$ cat src/rtl/mux_pkg.sv
`default_nettype none
// ============================================================================
//  Module      : mux_pkg
//  Description : Shared definitions for the mux_arb block: mode encodings
//                and a ceiling-log2 helper used to size channel indices.
//  Contents    : MODE_DIRECT, MODE_RR, clog2()
//  Revision    : 1.0 - initial release
// ============================================================================
package mux_pkg;

    // Values of the 1-bit mode input
    localparam logic MODE_DIRECT = 1'b0;
    localparam logic MODE_RR     = 1'b1;

    // Ceiling log2, minimum result 1 so a 2-channel mux still gets a 1-bit index
    function automatic int clog2(input int n);
        int r;
        r = 1;
        for (int i = 1; i < 31; i++) begin
            if ((1 << i) < n) begin
                r = i + 1;
            end
        end
        return r;
    endfunction

endpackage : mux_pkg
`default_nettype wire

$ cat src/rtl/mux_arb_if.sv
`default_nettype none
// ============================================================================
//  Module      : mux_arb_if
//  Description : Handshake/bus bundle between a channel source/sink and the
//                mux_arb block.
//  Ports       : mode, sel, in_valid, in_data, out_ready  (toward mux_arb)
//                in_ready, out_valid, out_data, out_ch, sel_err (from mux_arb)
//  Modports    : master - the environment driving channels and sinking output
//                slave  - the mux_arb block itself
//  Revision    : 1.0 - initial release
// ============================================================================
interface mux_arb_if
    import mux_pkg::*;
#(
    parameter int NUM_CH = 10,
    parameter int WIDTH  = 8
);
    localparam int SEL_W = clog2(NUM_CH);

    logic                      mode;
    logic [SEL_W-1:0]          sel;
    logic [NUM_CH-1:0]         in_valid;
    logic [NUM_CH*WIDTH-1:0]   in_data;
    logic [NUM_CH-1:0]         in_ready;
    logic                      out_valid;
    logic [WIDTH-1:0]          out_data;
    logic [SEL_W-1:0]          out_ch;
    logic                      out_ready;
    logic                      sel_err;

    modport master (
        output mode, sel, in_valid, in_data, out_ready,
        input  in_ready, out_valid, out_data, out_ch, sel_err
    );

    modport slave (
        input  mode, sel, in_valid, in_data, out_ready,
        output in_ready, out_valid, out_data, out_ch, sel_err
    );

endinterface : mux_arb_if
`default_nettype wire

$ cat src/rtl/mux_arb_rr_arbiter.sv
`default_nettype none
// ============================================================================
//  Module      : rr_arbiter
//  Description : Purely combinational round-robin grant. Searches req starting
//                at ptr and wrapping past NUM_CH-1 to 0; the first requester
//                found wins. The pointer itself lives in the parent.
//  Ports       : req       [NUM_CH] - per-channel request
//                ptr       [SEL_W]  - highest-priority channel (< NUM_CH)
//                grant     [NUM_CH] - one-hot grant, zero if no request
//                grant_idx [SEL_W]  - index of the granted channel
//  Revision    : 1.0 - initial release
// ============================================================================
module rr_arbiter
    import mux_pkg::*;
#(
    parameter int NUM_CH = 10,
    parameter int SEL_W  = clog2(NUM_CH)
) (
    input  wire logic [NUM_CH-1:0] req,
    input  wire logic [SEL_W-1:0]  ptr,
    output logic      [NUM_CH-1:0] grant,
    output logic      [SEL_W-1:0]  grant_idx
);

    localparam logic [SEL_W:0] c_num_ch = (SEL_W+1)'(NUM_CH);

    logic [SEL_W:0]   w_sum;
    logic [SEL_W-1:0] w_idx;
    logic             w_found;

    always_comb begin
        grant     = '0;
        grant_idx = '0;
        w_found   = 1'b0;
        w_sum     = '0;
        w_idx     = '0;
        for (int i = 0; i < NUM_CH; i++) begin
            // One extra bit so ptr+i cannot overflow before the wrap test
            w_sum = {1'b0, ptr} + (SEL_W+1)'(i);
            if (w_sum >= c_num_ch) begin
                w_sum = w_sum - c_num_ch;
            end
            w_idx = w_sum[SEL_W-1:0];
            if (!w_found && req[w_idx]) begin
                w_found          = 1'b1;
                grant[w_idx]     = 1'b1;
                grant_idx        = w_idx;
            end
        end
    end

endmodule : rr_arbiter
`default_nettype wire

$ cat src/rtl/mux_arb.sv
`default_nettype none
// ============================================================================
//  Module      : mux_arb
//  Description : NUM_CH-to-1 multiplexer with a one-word registered output.
//                Direct mode forwards the channel named by sel; round-robin
//                mode rotates fairly over valid channels. A new word is
//                accepted whenever the output register is empty or is being
//                drained this cycle, giving one word per cycle throughput.
//  Ports       : clk, rst_n (async, active low)
//                bus (mux_arb_if.slave): mode, sel, in_valid, in_data,
//                in_ready, out_valid, out_data, out_ch, out_ready, sel_err
//  Parameters  : NUM_CH (2..16), WIDTH
//  Revision    : 1.0 - initial release
// ============================================================================
module mux_arb
    import mux_pkg::*;
#(
    parameter int NUM_CH = 10,
    parameter int WIDTH  = 8
) (
    input  wire logic clk,
    input  wire logic rst_n,
    mux_arb_if.slave  bus
);

    localparam int                SEL_W     = clog2(NUM_CH);
    localparam logic [SEL_W:0]    c_num_ch  = (SEL_W+1)'(NUM_CH);
    localparam logic [SEL_W-1:0]  c_last_ch = SEL_W'(NUM_CH - 1);

    logic                r_out_valid;
    logic [WIDTH-1:0]    r_out_data;
    logic [SEL_W-1:0]    r_out_ch;
    logic                r_sel_err;
    logic [SEL_W-1:0]    r_ptr;

    logic                w_load;
    logic                w_sel_ok;
    logic [NUM_CH-1:0]   w_dir_grant;
    logic [NUM_CH-1:0]   w_rr_grant;
    logic [SEL_W-1:0]    w_rr_idx;
    logic [NUM_CH-1:0]   w_in_ready;
    logic                w_xfer_in;
    logic [SEL_W-1:0]    w_grant_idx;
    logic [WIDTH-1:0]    w_mux_data;

    // Output register can take a word when empty or when it drains this cycle
    assign w_load   = !r_out_valid || bus.out_ready;
    assign w_sel_ok = ({1'b0, bus.sel} < c_num_ch);

    // Direct-mode grant: decoded compare avoids indexing in_valid out of range
    for (genvar k = 0; k < NUM_CH; k++) begin : g_dir_grant
        assign w_dir_grant[k] = w_sel_ok && (bus.sel == SEL_W'(k)) && bus.in_valid[k];
    end

    rr_arbiter #(
        .NUM_CH (NUM_CH),
        .SEL_W  (SEL_W)
    ) u_rr_arbiter (
        .req       (bus.in_valid),
        .ptr       (r_ptr),
        .grant     (w_rr_grant),
        .grant_idx (w_rr_idx)
    );

    always_comb begin
        w_in_ready = '0;
        if (w_load) begin
            w_in_ready = (bus.mode == MODE_RR) ? w_rr_grant : w_dir_grant;
        end
    end

    assign w_xfer_in   = |w_in_ready;
    assign w_grant_idx = (bus.mode == MODE_RR) ? w_rr_idx : bus.sel;

    // in_ready is one-hot, so an AND-OR mux selects the granted word
    always_comb begin
        w_mux_data = '0;
        for (int k = 0; k < NUM_CH; k++) begin
            if (w_in_ready[k]) begin
                w_mux_data = w_mux_data | bus.in_data[k*WIDTH +: WIDTH];
            end
        end
    end

    always_ff @(posedge clk or negedge rst_n) begin
        if (!rst_n) begin
            r_out_valid <= 1'b0;
            r_out_data  <= '0;
            r_out_ch    <= '0;
            r_sel_err   <= 1'b0;
            r_ptr       <= '0;
        end else begin
            if (w_xfer_in) begin
                r_out_valid <= 1'b1;
                r_out_data  <= w_mux_data;
                r_out_ch    <= w_grant_idx;
            end else if (bus.out_ready) begin
                // Drain only: data and channel hold their last values
                r_out_valid <= 1'b0;
            end

            // Pointer moves only on a round-robin transfer
            if (w_xfer_in && (bus.mode == MODE_RR)) begin
                r_ptr <= (w_rr_idx == c_last_ch) ? '0 : w_rr_idx + 1'b1;
            end

            // Flagged independent of load so a stalled output still reports it
            r_sel_err <= (bus.mode == MODE_DIRECT) && !w_sel_ok && (|bus.in_valid);
        end
    end

    assign bus.in_ready  = w_in_ready;
    assign bus.out_valid = r_out_valid;
    assign bus.out_data  = r_out_data;
    assign bus.out_ch    = r_out_ch;
    assign bus.sel_err   = r_sel_err;

endmodule : mux_arb
`default_nettype wire

$ cat src/flat_wrapper.sv
// flat-port wrapper written by rule: the top's interface ports become plain ports
module mux_arb_flat import mux_pkg::*;
#(
    parameter int NUM_CH = 10,
    parameter int WIDTH  = 8
)
  (clk, rst_n, bus_mode, bus_sel, bus_in_valid, bus_in_data, bus_out_ready, bus_in_ready, bus_out_valid, bus_out_data, bus_out_ch, bus_sel_err);
  mux_arb_if #(.NUM_CH(NUM_CH), .WIDTH(WIDTH)) bus_i ();
  input  wire logic clk;
  input  wire logic rst_n;
  input wire logic [$bits(bus_i.mode)-1:0] bus_mode;
  input wire logic [$bits(bus_i.sel)-1:0] bus_sel;
  input wire logic [$bits(bus_i.in_valid)-1:0] bus_in_valid;
  input wire logic [$bits(bus_i.in_data)-1:0] bus_in_data;
  input wire logic [$bits(bus_i.out_ready)-1:0] bus_out_ready;
  output wire logic [$bits(bus_i.in_ready)-1:0] bus_in_ready;
  output wire logic [$bits(bus_i.out_valid)-1:0] bus_out_valid;
  output wire logic [$bits(bus_i.out_data)-1:0] bus_out_data;
  output wire logic [$bits(bus_i.out_ch)-1:0] bus_out_ch;
  output wire logic [$bits(bus_i.sel_err)-1:0] bus_sel_err;
  assign bus_i.mode = bus_mode;
  assign bus_i.sel = bus_sel;
  assign bus_i.in_valid = bus_in_valid;
  assign bus_i.in_data = bus_in_data;
  assign bus_i.out_ready = bus_out_ready;
  assign bus_in_ready = bus_i.in_ready;
  assign bus_out_valid = bus_i.out_valid;
  assign bus_out_data = bus_i.out_data;
  assign bus_out_ch = bus_i.out_ch;
  assign bus_sel_err = bus_i.sel_err;
  mux_arb #(.NUM_CH(NUM_CH), .WIDTH(WIDTH)) u_core (.clk(clk), .rst_n(rst_n), .bus(bus_i));
endmodule
$ cat config.mk
export PLATFORM = sky130hd
export DESIGN_NAME = mux_arb_flat
export DESIGN_NICKNAME = d
export VERILOG_FILES = /design/src/rtl/mux_pkg.sv /design/src/rtl/mux_arb_if.sv /design/src/rtl/mux_arb_rr_arbiter.sv /design/src/rtl/mux_arb.sv /design/src/flat_wrapper.sv
export SDC_FILE = /design/constraint.sdc
export NUM_CORES = 1
export LEC_CHECK = 0
export CORE_ASPECT_RATIO = 2
export CORE_UTILIZATION = 35
export DETAILED_ROUTE_END_ITERATION = 10
export GPL_ROUTABILITY_DRIVEN = 1
export SLEW_MARGIN = 20
export SYNTH_ARGS = -nofsm -noshare
export SYNTH_HDL_FRONTEND = slang
export SYNTH_SLANG_ARGS = --single-unit
$ cat constraint.sdc
create_clock -name clk -period 8.92 [get_ports clk]
set_input_delay 0.892 -clock clk [delete_from_list [all_inputs] [get_ports clk]]
set_output_delay 0.892 -clock clk [all_outputs]
set_load 0.02 [all_outputs]
**Word-level counts from Yosys, hierarchy flattened**

Cells that the tools add are included.

- $add $sub $neg: 20
- $lt $le $gt $ge: 31
- Equality and inequality tests: 10
- Multiplexer cells: 95
- Bitwise gates (word level): 19
- Reductions and logical operators: 58

Operators by type and width:

| kind | count |
|---|---|
| 10-bit two-way mux | 12 |
| 10-bit OR | 9 |
| 4-bit two-way mux | 22 |
| 8-bit two-way mux | 10 |
| 8-bit OR | 9 |
| 4-bit by 5-bit less-than comparator with 1-bit output, second input constant | 10 |
| 5-bit by 4-bit >= comparator with 1-bit output, second input constant | 9 |
| 1-bit logical AND | 42 |
| 1-bit binary-select mux with 4-bit select | 10 |
| 1-bit demux with 4-bit select | 10 |
| 4-bit by 1-bit >= comparator with 1-bit output, second input constant | 10 |
| 4-bit subtractor, second input constant | 10 |
| 1-bit two-way mux | 31 |
| 4-bit by 3-bit adder with 5-bit output, second input constant | 4 |
| 10-bit OR reduction | 2 |
| 4-bit by 3-bit equality test with 1-bit output, second input constant | 4 |
| 4-bit equality test, second input constant | 3 |
| 1-bit zero test | 11 |
| 4-bit by 2-bit adder with 5-bit output, second input constant | 2 |
| 4-bit by 4-bit adder with 5-bit output, second input constant | 2 |
| 4-bit by 2-bit equality test with 1-bit output, second input constant | 2 |
| 4-bit by 1-bit adder with 5-bit output, second input constant | 1 |
| 4-bit by 1-bit adder with 4-bit output, second input constant | 1 |
| 4-bit by 1-bit equality test with 1-bit output, second input constant | 1 |
| 6 further kinds | 6 |

- Bits in registers: 18
- Input bits: 98
- Output and inout bits: 24
- Word-level logic and storage cells: 238

**Depth between registers and ports, before layout**

Gate-level depths: netlist of the first run.

- Depth in word-level cells: 53
- Gate-level depth with buffers: 29
- Depth with buffers taken out: 18

**By module**

From an unflattened synthesis of the first run, not the netlist that was laid out.

- Cell total of the unflattened synthesis: 660
- Area, all modules: 5021.1 um2

Modules (own cells, without submodules):

| module | times used | cells an instance | area an instance (um2) | seq. area each (um2) |
|---|---|---|---|---|
| rr_arbiter | 1 | 473 | 3422.0 | 0.0 |
| mux_arb | 1 | 187 | 1599.0 | 450.4 |

**Worst setup path before layout of the first run**

OpenSTA, ideal clock, no wires.

- Path type: reg2out
- Start point: reg u_core.r_ptr[0]
- End point: out bus_in_ready[8]
- Data arrival time: 5726 ps
- Required time: 8028 ps
- Setup slack: 2302 ps
- Cell stages (with the launch flop): 26
- Buffers on the path: 10
- Path through: dfrtp_1 > buf_6 > buf_8 > buf_6 > buf_4 > inv_1 > clkbuf_1 > clkbuf_1 > ha_1 > clkbuf_1 > inv_2 > ha_1 > clkbuf_1 > nand2b_1 > nor4_1 > o31ai_1 > nor3_2 > a211oi_4 > or4b_1 > buf_2 > nand2b_1 > clkbuf_1 > or4_1 > a21oi_1 > o31ai_1 > clkinv_1

- Longest elaborated chain between the ends: 34
- Elaborated cells between the ends (all ways): 157
- Classes of those cells: add/sub (19); order compare (30); mux (71); bitwise (9); reduce/logical (28)

RTL lines:

| what | RTL line | text |
|---|---|---|
| from (decl) | mux_arb.sv:34 | `logic [SEL_W-1:0] r_ptr;` |
| from (signal assigned) | mux_arb.sv:104 | `r_ptr <= (w_rr_idx == c_last_ch) ? '0 : w_rr_idx + 1'b1;` |
| parallel branches: the longest is 31 deep, another holds 4-bit by 1-bit adder with 5-bit output | n/a |  |
| 10-bit two-way mux * | mux_arb_rr_arbiter.sv:44 | `if (!w_found && req[w_idx]) begin` |
| 10-bit two-way mux * | mux_arb.sv:68 | `w_in_ready = (bus.mode == MODE_RR) ? w_rr_grant : w_dir_grant;` |
| 10-bit two-way mux * | mux_arb.sv:67 | `if (w_load) begin` |
| to (decl) | flat_wrapper.sv:16 | `output wire logic [$bits(bus_i.in_ready)-1:0] bus_in_ready;` |

Mark *: on every way between the ends. The select of a mux whose other input is x is not followed.

**Worst setup path in the final report of the first run**

- Start point: reg u_core.r_ptr[0]
- End point: out bus_in_ready[5]

The elaborated chain is that of the path after synthesis.

==> results.toml, run 1 <==
[outcome]
status = "finished clean"

[floorplanning]
core_um2 = 16800
initial_utilization_pct = 36.1
dieArea_um2 = 18000
num_rows = 67
io_pins = 122
die_w_um = 95.2
dieHeight_um = 188

[sta]
finalSetupTns_ns = 0
slew_violations = 0
hold_viol = 0
fmax_ghz = 0.135
finalCritPeriodShare_pct = 83.1
finalSetupViolations = 0
timing.hold.ws_ns = 0.530
layout_setup_ws_ns = 1.50
slew_headroom_pct = 12.2
clock_skew_ns = 0.00406
fin_crit_ns = 7.42
grt_setup_unrepaired = "false"
worst_pin_slew_ns = 1.31

[critical_path]
worst-endpoint-required_ns = 8.03
crit_chain = "buf_4 -> ha_1 -> xnor2_1 -> inv_1 -> ha_1 -> nand2b_1 -> nor4_1 -> o31ai_1 -> nor3_2 -> a211oi_4 -> or4b_1 -> nor4_2 -> buf_4 -> or4b_1 -> nand3_1 -> o31a_1 -> clkdlybuf4s50_1"
cp_slowest_stage_delay_ns = 0.68
start_kind = "flop"
slowest_stage = "clkdlybuf4s50_1"
cp_data_arrival_time_ns = 6.52
cp_max_fo = 35
endpoint_kind = "output pin"
path_class = "reg2out"

[drt]
drcViolationCount = 0
vias_per_cell = 6.86
avgRoutedWirePerCell_um = 29.1
drt_pass1_iterations = 5
highest-signal-layer = "met4"
dr_wl_met2_um = 16400
dr_total_vias = 7861
wl_met3_um = 2760
drtIter0Drc = 769
postRouteAntennaNets = 0
met1_length_um = 10400
drt_wl_total_um = 33400

[cells_and_area]
multiInputGateArea_um2 = 5200
nets = 1061
fillers = 1761
utilization_pct = 44.4
drive_gt1_share_pct = 10.2
regArea_um2 = 452
areaGrowthSynthToFinish_pct = 23.0
num_antenna_cells = 0

[cts]
htreeDepth = 1
clkTransAtPathRegs_ns = 0.06
clock_latency_ns = 0.26
cts_hold_buf = 0
post_cts_buffers = 0
cts_made_buffers = 3
cts_num_sinks = 18
clockRootBuffer = "clkbuf_16"
clockBufferDepth = 2
cts_tree = "yes"
cts_resized = 0

[synth]
yosysWarnings = 0
seq_area_frac_synth_pct = 7.40
syn_nets = 974
synth_area_per_cell_um2 = 7.13
synth_top_area_share_pct = 7.40
synth.most_common_cell = "nand2_1"
yosys.cell_types.count = 109
synth-edff-count = 0
synth_ff_type = "dfrtp_1"
synth_seq_cells = 18
async_flop_share_pct = 100
synth_top_area_cell = "dfrtp_1"
synth.cell_area_um2 = 6090
synthTopCellsByArea = "dfrtp_1, nand2_1, ha_1"
synthCells = 853
synth_common_cells = "nand2_1, nor2_1, a21oi_1"

[place]
gp_congestion = 1.01
preCtsSetupSlack_ns = 1.89
io_buffers = 121
dp_hpwl_um = 25800

[hold_path]
holdCritPathClass = "reg2reg"

[grt]
grt_max_degree = 48
grt_pass1_vias = 7585
grt_usage_pct = 36.6
grt_antenna_before_repair = 0
grt_overflow = 0
grt_pass1_wl_um = 47500

[run]
maxCapViolations = 0
-- placed cells by master, fill, tap and decap left out, types with 13 or more instances in the layout --
| cell type | synthesis | routed |
|---|---|---|
| nor2b_1 | 13 | 13 |
| nand2b_1 | 14 | 14 |
| nor2_1 | 67 | 67 |
| nor4_1 | 22 | 22 |
| nand3_1 | 40 | 40 |
| ha_1 | 22 | 22 |
| nand4_1 | 18 | 18 |
| dfrtp_1 | 18 | 17 |
| mux2i_1 | 18 | 18 |
| clkdlybuf4s50_1 | 0 | 121 |
| a211oi_1 | 16 | 16 |
| inv_1 | 28 | 28 |
| a21oi_1 | 47 | 47 |
| buf_4 | 5 | 20 |
| o21ai_0 | 45 | 45 |
| nor3_1 | 17 | 17 |
| nand2_1 | 74 | 74 |
| and2_1 | 14 | 14 |
| a22o_1 | 19 | 19 |
| a31oi_1 | 20 | 20 |
| o21a_1 | 13 | 13 |
-- sequential cells by signal, indices dropped and copies added (netlist names) --
| name | cells |
|---|---|
| u_core.bus.out_ch | 4 |
| u_core.bus.out_data | 8 |
| u_core.bus.out_valid | 1 |
| u_core.bus.sel_err | 1 |
| u_core.r_ptr | 4 |
-- layout make-up --
class                   count  area share [%]
clock buffers               4            1.19
multi-input cells         742            69.4
repair buffers            141            18.2
well taps                 207            3.46
flip-flops and latches     18            6.03
inverters                  34            1.71
-- logic make-up after synthesis --
kind of cell	share of synthesized area, %
AO/OA/AOI/OAI	41.1
adder cells (fa/ha/maj)	4.85
buffers and inverters	7.34
AND/OR/NAND/NOR	30.9
XOR/XNOR	2.55
flip-flops	7.40
multiplexers	5.86
-- metrics by stage --
| stage | area (um^2) | instances |
|---|---|---|
| final | 7480 | 1146 |
| after global placement | 7390 | 1142 |
| after detailed placement | 7390 | 1142 |
| after floorplan | 6090 | 853 |
| after global routing | 7480 | 1146 |
| after CTS | 7480 | 1146 |
-- layer usage --
| metal | up-vias | GRT usage [%] |
|---|---|---|
| met2 | 454 | 63.2 |
| met4 | 0 | 35.7 |
| met1 | 3734 | 33.5 |
| met5 | - | 0 |
| li1 | 3507 | - |
| met3 | 166 | 8.51 |
-- worst max-delay path: cells and delay by family (launching register included) --
family	cells	cell delay, ns
adders and majority gates	2	1.12
buffers and inverters	4	1.48
and+or+nand+nor	7	1.84
xor gates and xnor gates	1	0.25
AOI/OAI and AO/OA	3	1.21
DFF	1	0.35
-- worst paths after layout --
path / end / depth (start not counted) / slack (ns) / from
hold / removal: u_core.bus.out_ch[1] / 2 / 0.53 / u_core.bus.out_ch[1]
setup reg to reg: u_core.bus.out_data[2] / 18 / 2.12 / u_core.r_ptr[0]
hold reg to reg: u_core.bus.out_ch[1] / 2 / 0.53 / u_core.bus.out_ch[1]
min in group asynchronous: u_core.bus.out_ch[2] / 1 / 1.15 / rst_n
setup / recovery: bus_in_ready[5] / 17 / 1.50 / u_core.r_ptr[0]
max in group asynchronous: u_core.r_ptr[0] / 1 / 7.16 / rst_n
Power of run 1 is not shown: default switching activity piles up to over one toggle a cycle in this logic, so the estimate is an artifact.
==> inputs of run 2 (changes only) <==
==> constraint.sdc (replaced) <==
create_clock -name clk -period 6.15 [get_ports clk]
set_input_delay 0.615 -clock clk [delete_from_list [all_inputs] [get_ports clk]]
set_output_delay 0.615 -clock clk [all_outputs]
set_load 0.02 [all_outputs]
==> results.toml, run 2 (synthesis results as in run 1) <==
[sta]
slew_violations = 0
grt_setup_unrepaired = "false"
hold_viol = 0
slew_headroom_pct = 33.2
finalCritPeriodShare_pct = 99.5
timing.hold.ws_ns = 0.521
worst_pin_slew_ns = 0.974
fin_crit_ns = 6.12
fmax_ghz = 0.163
clock_skew_ns = 0.00449
finalSetupTns_ns = 0
finalSetupViolations = 0

[grt]
grt_pass1_wl_um = 50500
grt_overflow = 0
grt_antenna_before_repair = 0
grt_max_degree = 81
grt_usage_pct = 39.1
grt_pass1_vias = 7920

[cts]
clockRootBuffer = "clkbuf_16"
clockBufferDepth = 2
clkTransAtPathRegs_ns = 0.06
cts_hold_buf = 0
cts_tree = "yes"
clock_latency_ns = 0.26
cts_num_sinks = 18
htreeDepth = 1
cts_made_buffers = 3

[drt]
drt_wl_total_um = 34700
postRouteAntennaNets = 0
vias_per_cell = 6.80
drtIter0Drc = 709
drt_pass1_iterations = 8
avgRoutedWirePerCell_um = 28.9
drcViolationCount = 0
dr_total_vias = 8165

[critical_path]
start_kind = "flop"
cp-startpoint = "u_core.r_ptr[2]"
worst-endpoint-required_ns = 5.53
r2r_cells = 17
endpoint_kind = "output pin"
cp_max_fo = 8
reg2reg_slack_ns = 0.22
r2r_start = "u_core.r_ptr[2]"
path_class = "reg2out"
cp_data_arrival_time_ns = 5.50
r2r_end = "u_core.bus.out_ch[0]"

[place]
gp_congestion = 1.12
place_inst = 1194
dp_hpwl_um = 26700
io_buffers = 121

[floorplanning]
core_um2 = 16800
num_rows = 67
dieArea_um2 = 18000
dieHeight_um = 188
die_w_um = 95.2
initial_utilization_pct = 36.1
io_pins = 122

[cells_and_area]
largest_register_ffs = 8
fillers = 1751
layout_commonest_cell = "clkdlybuf4s50_1"
nets = 1115
drive_gt1_share_pct = 16.3
num_antenna_cells = 0
final_cells = 1200
layout_common_cells = "clkdlybuf4s50_1, nand2_1, buf_4"
areaGrowthSynthToFinish_pct = 31.9

[run]
maxCapViolations = 0

[hold_path]
holdCritStartpoint = "u_core.bus.out_ch[0]"
whs_path_depth = 1
holdCritPathClass = "reg2reg"
min_to = "u_core.bus.out_ch[0]"

[outcome]
status = "finished clean"
-- run 2: how the worst max path moves through the flow --
stage	end	depth (start not counted)
2_1_floorplan	u_core.bus.out_ch[0]	28
5_1_grt	bus_in_ready[8]	18
3_3_place_gp	bus_in_ready[5]	15
4_1_cts	bus_in_ready[5]	14
6_report	bus_in_ready[6]	13
3_5_place_dp	bus_in_ready[5]	14
-- run 2: layer usage --
metal  GRT usage, %  wire length (um)
met5              0                 0
met4           37.5              4260
met3           12.6              3670
met2           65.0             16500
met1           36.1             10300
-- run 2: per-stage QoR --
| stage | worst slack [ns] | area [um^2] | util, % |
|---|---|---|---|
| CTS | 0.0390 | 7920 | 47.0 |
| floorplan | 0.00895 | 6110 | - |
| detailed placement | 0.227 | 7820 | 46.4 |
| global placement | 0.224 | 7820 | 46.4 |
| global route | 0.0278 | 8030 | 47.7 |
| finish | 0.0336 | 8030 | 47.7 |
-- run 2: critical path, stage by stage, from the launching register on --
cell	delay, ns
dfrtp_1	0.47
inv_1	0.24
ha_1	0.36
a21oi_1	0.39
a21oi_1	0.14
o32ai_1	0.48
a211oi_2	0.11
buf_4	0.20
o21ai_1	0.44
o211ai_1	0.38
o21ai_1	0.62
a31oi_1	0.21
a311oi_4	0.49
clkdlybuf4s50_1	0.70
-- run 2: what timing repair did --
action | CTS | global route
gates resized for setup | 2 | 16
endpoints found under the setup margin | 1 | 13
buffers inserted | 0 | 2
pin swaps | 0 | 1
-- run 2: cell type report --
class	instances	area (um^2)	share of cell area (%)
timing repair buffer	195	1790	22.3
tap	207	259	3.23
inverter	34	128	1.59
sequential	18	452	5.62
multi-input combinational	742	5310	66.1
clock buffer	4	88.8	1.11
Power of run 2 is left out for the same reason.
==> inputs of run 3 (changes only) <==
--- a/config.mk
+++ b/config.mk
@@ -5,10 +5,13 @@
 export SDC_FILE = /design/constraint.sdc
 export NUM_CORES = 1
 export LEC_CHECK = 0
+export CAP_MARGIN = 20
 export CORE_ASPECT_RATIO = 2
+export CORE_MARGIN = 2
 export CORE_UTILIZATION = 35
 export DETAILED_ROUTE_END_ITERATION = 10
 export GPL_ROUTABILITY_DRIVEN = 1
+export GPL_TIMING_DRIVEN = 0
 export SLEW_MARGIN = 20
 export SYNTH_ARGS = -nofsm -noshare
 export SYNTH_HDL_FRONTEND = slang
==> results.toml, run 3 (synthesis results as in run 1) <==
[outcome]
status = "finished clean"

[drt]
drt_pass1_iterations = 6
drt_wl_total_um = 35400
postRouteAntennaNets = 0
dr_total_vias = 8111
vias_per_cell = 6.70
avgRoutedWirePerCell_um = 29.2
drtIter0Drc = 591
drcViolationCount = 0

[cells_and_area]
nets = 1123
num_antenna_cells = 0
largest_register_ffs = 8
utilization_pct = 48.7
fillers = 1778
drive_gt1_share_pct = 21.4
layout_common_cells = "clkdlybuf4s50_1, nand2_1, nor2_1"
areaGrowthSynthToFinish_pct = 37.6
layout_commonest_cell = "clkdlybuf4s50_1"

[grt]
met1_usage_pct = 32.0
grt_pass1_vias = 8059
grt_antenna_before_repair = 0
grtUsageMet2_pct = 68.7
top_usage_layer = "met2"
grt_pass1_wl_um = 51100
grt_usage_pct = 36.9
met3_usage_pct = 6.01
grt_overflow = 0
grt_max_degree = 19

[run]
maxCapViolations = 0

[place]
gp_congestion = 1.04
dp_hpwl_um = 28300
io_buffers = 119

[cts]
cts_hold_buf = 0
cts_made_buffers = 3
clockBufferDepth = 2
cts_num_sinks = 18
clock_latency_ns = 0.26
clockRootBuffer = "clkbuf_16"
htreeDepth = 1
clkTransAtPathRegs_ns = 0.06
cts_tree = "yes"

[sta]
slew_headroom_pct = 27.4
fmax_ghz = 0.166
hold_viol = 0
worst_pin_slew_ns = 1.07
finalSetupViolations = 0
slew_violations = 0
fin_crit_ns = 6.04
finalCritPeriodShare_pct = 98.2
clock_skew_ns = 0.00160

[floorplanning]
io_pins = 122
dieHeight_um = 190
initial_utilization_pct = 35.4
dieArea_um2 = 18500
die_w_um = 97.2
core_um2 = 17200
num_rows = 68

[hold_path]
holdCritPathClass = "reg2reg"
holdCritStartpoint = "u_core.bus.out_ch[0]"

[critical_path]
worst-endpoint-required_ns = 5.53
crit_family = "buffers and inverters"
cp_slowest_stage_delay_ns = 0.42
crit_top_cell = "buf_6"
path_class = "reg2out"
start_kind = "flop"
cp.buffers_inverters = 13
slowest_stage = "dfrtp_2"
r2r_start = "u_core.r_ptr[0]"
cp_data_arrival_time_ns = 5.42
endpoint_kind = "output pin"
cp_max_fo = 11
cp-startpoint = "u_core.r_ptr[0]"
==> run 3: area by class of cell <==
cell class / instances / area [um^2] / share of cell area (%)
multi-input cells: 742 / 5610 / 67.0
repair buffers: 151 / 1450 / 17.3
flip-flops and latches: 18 / 453 / 5.41
plain buffers: 52 / 364 / 4.35
well taps: 210 / 263 / 3.14
inverters: 34 / 148 / 1.76
clock buffers: 4 / 88.8 / 1.06
==> run 3: final timing paths <==
| check | slack [ns] | end | cells past startpoint |
|---|---|---|---|
| worst min register to register | 0.51 | u_core.bus.out_ch[0] | 1 |
| worst max-delay path | 0.11 | bus_in_ready[7] | 25 |
| min in group asynchronous | 0.90 | u_core.bus.out_data[3] | 1 |
| worst max register to register | 0.18 | u_core.r_ptr[2] | 26 |
| worst min-delay path | 0.51 | u_core.bus.out_ch[0] | 1 |
| max in group asynchronous | 4.58 | u_core.r_ptr[2] | 1 |
==> run 3: metal layers <==
layer	share of wire, %	routed length (um)	vias up
met4	13	4700	0
met3	6.4	2260	207
met5	0	0	-
met2	50	17800	506
li1	-	-	3642
met1	30	10700	3756
==> run 3: per-stage QoR <==
step | TNS [ns] | setup slack (ns) | area (um^2) | hold WS (ns) | cells
after floorplan | 0 | 0.00895 | 6110 | 0.319 | 853
after global placement | -63.09 | -2.62 | 7560 | 0.506 | 1182
after detailed placement | -61.78 | -2.58 | 7560 | 0.509 | 1182
after CTS | 0 | 0.0517 | 8210 | 0.523 | 1205
after global routing | -0.0162 | -0.0131 | 8380 | 0.541 | 1211
final | 0 | 0.111 | 8380 | 0.512 | 1211
==> run 3: repair_timing <==
item                                    CTS  global route
pin swaps                                19            17
gates resized for setup                  99            41
endpoints found under the setup margin   27            26
setup buffers                            23             9
Power of run 3 is left out for the same reason.
